==> config.mk <==
export PLATFORM = sky130hd
export DESIGN_NAME = alu_result_stage
export DESIGN_NICKNAME = d
export VERILOG_FILES = /design/src/rtl/alu_pkg.sv /design/src/rtl/alu_skid_buffer.sv /design/src/rtl/alu_result_stage.sv
export SDC_FILE = /design/constraint.sdc
export NUM_CORES = 1
export LEC_CHECK = 0
export BUFFER_PORTS_ARGS = -buffer_cell sky130_fd_sc_hd__buf_2
export CORE_MARGIN = 2
export CORE_UTILIZATION = 40
export CTS_BUF_LIST = sky130_fd_sc_hd__clkbuf_4 sky130_fd_sc_hd__clkbuf_8 sky130_fd_sc_hd__clkbuf_16
export CTS_CLUSTER_SIZE = 20
export DETAILED_ROUTE_END_ITERATION = 8
export PLACE_DENSITY_LB_ADDON = 0.2
export REMOVE_ABC_BUFFERS = 1
export SETUP_SLACK_MARGIN = 0.5
export SLEW_MARGIN = 30
export SYNTH_ARGS = -nofsm -noshare
export SYNTH_HDL_FRONTEND = slang
export SYNTH_SLANG_ARGS = --single-unit
==> constraint.sdc <==
create_clock -name clk -period 3.01 [get_ports clk]
set_clock_uncertainty 0.15 [all_clocks]
set_input_delay 0.301 -clock clk [delete_from_list [all_inputs] [get_ports clk]]
set_output_delay 0.301 -clock clk [all_outputs]
set_load 0.03 [all_outputs]
==> src/rtl/alu_pkg.sv <==
// alu_pkg: shared ALU widths, control opcodes and the result-stage entry layout.
package alu_pkg;
  localparam int DATA_W = 32;
  localparam int ADDR_W = 4;
  localparam logic [3:0] ALU_AND = 4'b0000;
  localparam logic [3:0] ALU_OR  = 4'b0001;
  localparam logic [3:0] ALU_ADD = 4'b0010;
  localparam logic [3:0] ALU_SUB = 4'b0011;
  localparam logic [3:0] ALU_SLT = 4'b0100;
  localparam logic [3:0] ALU_XOR = 4'b0110;
  typedef struct packed {
    logic [DATA_W-1:0] result;
    logic              zero;
    logic [ADDR_W-1:0] rd;
    logic              wen;
    logic              setf;
  } entry_t;
endpackage

==> src/rtl/alu_skid_buffer.sv <==
// alu_skid_buffer: 2-entry valid/ready skid buffer; in_ready comes straight from a flop.
module alu_skid_buffer #(
  parameter int W = 8
) (
  input  logic         clk,
  input  logic         rst_n,
  input  logic         clear,
  input  logic         in_valid,
  output logic         in_ready,
  input  logic [W-1:0] in_data,
  output logic         out_valid,
  input  logic         out_ready,
  output logic [W-1:0] out_data
);
  logic         main_v, skid_v;
  logic [W-1:0] main_d, skid_d;
  logic         accept, retire;
  assign in_ready  = ~skid_v;
  assign out_valid = main_v;
  assign out_data  = main_d;
  assign accept    = in_valid & ~skid_v;
  assign retire    = main_v & out_ready;
  always_ff @(posedge clk or negedge rst_n) begin
    if (!rst_n) begin
      main_v <= 1'b0;
      skid_v <= 1'b0;
      main_d <= '0;
      skid_d <= '0;
    end else if (clear) begin
      main_v <= 1'b0;
      skid_v <= 1'b0;
    end else if (skid_v) begin
      if (retire) begin
        main_d <= skid_d;
        skid_v <= 1'b0;
      end
    end else if (accept) begin
      // a retiring or empty head takes the new op directly, otherwise it parks in skid
      if (!main_v || retire) begin
        main_d <= in_data;
        main_v <= 1'b1;
      end else begin
        skid_d <= in_data;
        skid_v <= 1'b1;
      end
    end else if (retire) begin
      main_v <= 1'b0;
    end
  end
endmodule

==> src/rtl/alu_result_stage.sv <==
// alu_result_stage: ALU output register stage with skid buffering, flush and N/Z flag commit.
module alu_result_stage
  import alu_pkg::*;
#(
  parameter int DATA_W = alu_pkg::DATA_W,
  parameter int ADDR_W = alu_pkg::ADDR_W
) (
  input  logic              clk,
  input  logic              rst_n,
  input  logic              in_valid,
  output logic              in_ready,
  input  logic [DATA_W-1:0] in_result,
  input  logic              in_zero,
  input  logic [ADDR_W-1:0] in_rd,
  input  logic              in_wen,
  input  logic              in_setf,
  input  logic              flush,
  output logic              out_valid,
  input  logic              out_ready,
  output logic [DATA_W-1:0] out_data,
  output logic [ADDR_W-1:0] out_rd,
  output logic              out_wen,
  output logic              flag_n,
  output logic              flag_z
);
  localparam int PW = DATA_W + ADDR_W + 3;
  logic [PW-1:0] in_p, head;
  logic          head_zero, head_setf;
  assign in_p = {in_result, in_zero, in_rd, in_wen, in_setf};
  alu_skid_buffer #(.W(PW)) u_buf (
    .clk      (clk),
    .rst_n    (rst_n),
    .clear    (flush),
    .in_valid (in_valid),
    .in_ready (in_ready),
    .in_data  (in_p),
    .out_valid(out_valid),
    .out_ready(out_ready),
    .out_data (head)
  );
  assign out_data  = head[PW-1 -: DATA_W];
  assign head_zero = head[ADDR_W+2];
  assign out_rd    = head[ADDR_W+1:2];
  assign out_wen   = head[1];
  assign head_setf = head[0];
  // a retire coinciding with flush still commits: writeback already consumed it
  always_ff @(posedge clk or negedge rst_n) begin
    if (!rst_n) begin
      flag_n <= 1'b0;
      flag_z <= 1'b0;
    end else if (out_valid && out_ready && head_setf) begin
      flag_n <= out_data[DATA_W-1];
      flag_z <= head_zero;
    end
  end
endmodule
==> metrics.md <==
| Metric | Value |
|---|---|
| Post-synth top area cell | dfrtp_1 |
| Uppermost layer routed | met4 |
| PD cells | 729 mW/mm2 |
| Clock Tree Buf Depth | 2 |
| RR Startpoint | u_buf.skid_v |
| Grt total ovfl | 0 |
| Gr usage total | 0.140 |
| CTS tree | yes |
| Hold buffers post-CTS | 1 |
| Met2 WL | 2910 um |
| Synth Area in XOR/XNOR | 0 |
| Nets | 358 |
| Routed WL | 6730 um |
| Die span in x | 102 um |
| TritonCTS Sinks | 82 |
| Post-synthesis compound-gate area fraction | 0.00980 |
| Hold WC Path Type | input port to flop |
| CP max FO | 23 |
| Detail Route met3 WL | 544 um |
| Min Tclk post-route | 2180 ps |
| Dpl cells | 431 |
| Io pins | 85 |
| Via-per-instance ratio | 4.73 |
| VDD IR-drop max | 0.000289 V |
| Critical Path End Type | flop |
| Post-detail-place hpwl | 4590 um |
| Internal reg-to-reg setup slack | 830 ps |
| Port Buffers | 84 |
| Outcome | completed |
| Avg Inst Size Synth | 14.7 um2 |
| Iteration-0 DRC Markers | 17 |
| Die Span Y | 102 um |
| Worst reg2reg path depth | 4 |
| Synthesized flop and latch total | 82 |
| Clk_lat worst skew | 340 ps |
| Critical path required time | 3080 ps |
| Die area | 0.0104 mm2 |
| Top cells by area, synth | dfrtp_1 (54%), mux2_2 (29%), buf_4 (7.4%) |
| H-tree levels | 3 |
| Worst-path clk slew | 80 ps |
| Leak | 1.96 nW |
| Num CTS Buffers | 9 |
| Worst slew pin tran | 505 ps |
| Core ar. | 0.00928 mm2 |
| Part of the cycle the worst path needs | 0.726 |
| Design area | 0.00435 mm2 |
| Largest family of logic cells by synthesized area | multiplexers |
| Final Hold Fails | 0 |
| Initial antenna violation count | 0 |
| Cells after Synth | 261 |
| Count leader, synth | mux2_2 |
| Post-Synth Adder-Cell Area | 0 |
| Via Count | 2116 |
| Max-cap viol count | 0 |
| Multi-input gate area | 0.00144 mm2 |
| Top FF cell, synth | dfrtp_1 |
| Synth warn | 0 |
| Vias in the first global route | 2239 |
| Hold slack | 36.0 ps |
| HP Start | in_result[21] |
| TritonRoute pass-1 iters | 4 |
| WL met1 | 3200 um |
| Area of the mapped netlist | 0.00383 mm2 |
| Antenna-violating nets left | 0 |
| Arrival @ worst endpoint | 2250 ps |
| Post-synth ARST share | 1.00 |
| Overall Power | 3.17 mW |
| First-pass GRT wire length | 11100 um |
| Placed cell areas | 0.00414 mm2 |
| Slew Viols, Final | 0 |
| RSZ-0062 raised after global routing | false |
| Largest net degree at the start of global routing | 46 |
| Synth top area share | 0.536 |
| Layout cell share with drive strength beyond 1 | 0.654 |
| EDFF count, synth | 0 |
| Number of fill cells in the layout | 864 |
| CTS root buf | clkbuf_8 |
| Final setup fails | 0 |
| Synth-to-layout area growth | 13.4% |
| FP Rows | 35 |
| Sequential fraction of the synthesis area | 0.536 |
| Reg2reg end | u_buf.skid_d[4] |
| Worst relative slew slack | 0.663 |
| Mux contribution to synthesized area | 0.350 |
| Sum Neg Setup Slack | 0 ps |
| Synth cell count leaders | mux2_2 (99), dfrtp_1 (82), buf_4 (38) |
| Antenna diodes | 0 |
| Max Clock Freq | 458 MHz |
| Placer congestion estimate | 0.691 |
| Crit Path Class | flop to flop |
| Synth Area in Simple Gates | 0.0121 |
| Storage cell area | 0.00205 mm2 |
| Synth cell types | 17 |
| Avg WL per Cell | 15.0 um |
| CP Launch Type | flop |
| DRC | 0 |
| WHS Endpoint | u_buf.skid_d[28] |
| Final Non-Filler Cells | 447 |
| CTS resizes | 0 |
| Post-CTS setup buffers | 0 |
| Hold depth | 2 |
| Starting Density | 0.413 |
## power by group
part | switching [mW] | internal [mW]
combinational | 0.477 | 0.372
clock | 0.388 | 0.413
sequential | 0.132 | 1.39
## layout by cell type, fill, tap and decap left out, types with 2 or more instances in the layout
cell type | synthesis | routed
a21oi_1 | 2 | 2
buf_4 | 38 | 6
buf_2 | 5 | 83
clkbuf_8 | 0 | 10
mux2_2 | 99 | 99
dfrtp_1 | 82 | 81
inv_1 | 2 | 2
clkinv_4 | 0 | 2
mux2_1 | 20 | 20
## worst max-delay path by stage
stage                             from  slack (ps)                end  cells after the start
after detailed placement  u_buf.skid_v         810    u_buf.skid_d[8]                      4
after floorplan           u_buf.skid_v        -750  u_buf.out_data[0]                      3
after global placement    u_buf.skid_v         860   u_buf.skid_d[26]                      4
after global routing      u_buf.skid_v         680   u_buf.skid_d[26]                      4
final                     u_buf.skid_v         830    u_buf.skid_d[4]                      4
after CTS                 u_buf.skid_v         790    u_buf.skid_d[4]                      4
## critical path, cell delays in order, from the launching register on
cell and delay (ps):
dfrtp_2 560, nand2b_4 230, nor4b_4 350, buf_4 390
mux2_2 370
## cells by family after synthesis
| logic type | count (synthesis) |
|---|---|
| flip-flops | 82 |
| AND/OR/NAND/NOR | 4 |
| AO/OA/AOI/OAI | 5 |
| buffers and inverters | 51 |
| multiplexers | 119 |
## routing by layer
layer / global-route usage / vias to the layer above
li1: - / 990
met1: 0.193 / 1058
met2: 0.199 / 59
met3: 0.0506 / 9
met4: 0.0585 / 0
met5: 0 / -
## registers in the layout, summed over array words and instances (netlist names)
register	flops
u_buf.skid_v	1
u_buf.out_data	39
flag_n	1
u_buf.skid_d	39
u_buf.out_valid	1
flag_z	1
## cell type report
type | instances | share of cell area
Clock buffer | 11 | 0.0334
Clock inverter | 4 | 0.0121
Inverter | 2 | 0.00173
Multi-Input combinational cell | 128 | 0.330
Sequential cell | 82 | 0.473
Tap cell | 129 | 0.0371
Timing Repair Buffer | 91 | 0.113
## through the flow
stage | util | setup WS, ps
after global routing | 0.468 | 677
after floorplan | - | -752
final | 0.468 | 826
after global placement | 0.446 | 855
after detailed placement | 0.446 | 806
after CTS | 0.468 | 791
No activity file was read; power rests on OpenSTA's default activity.
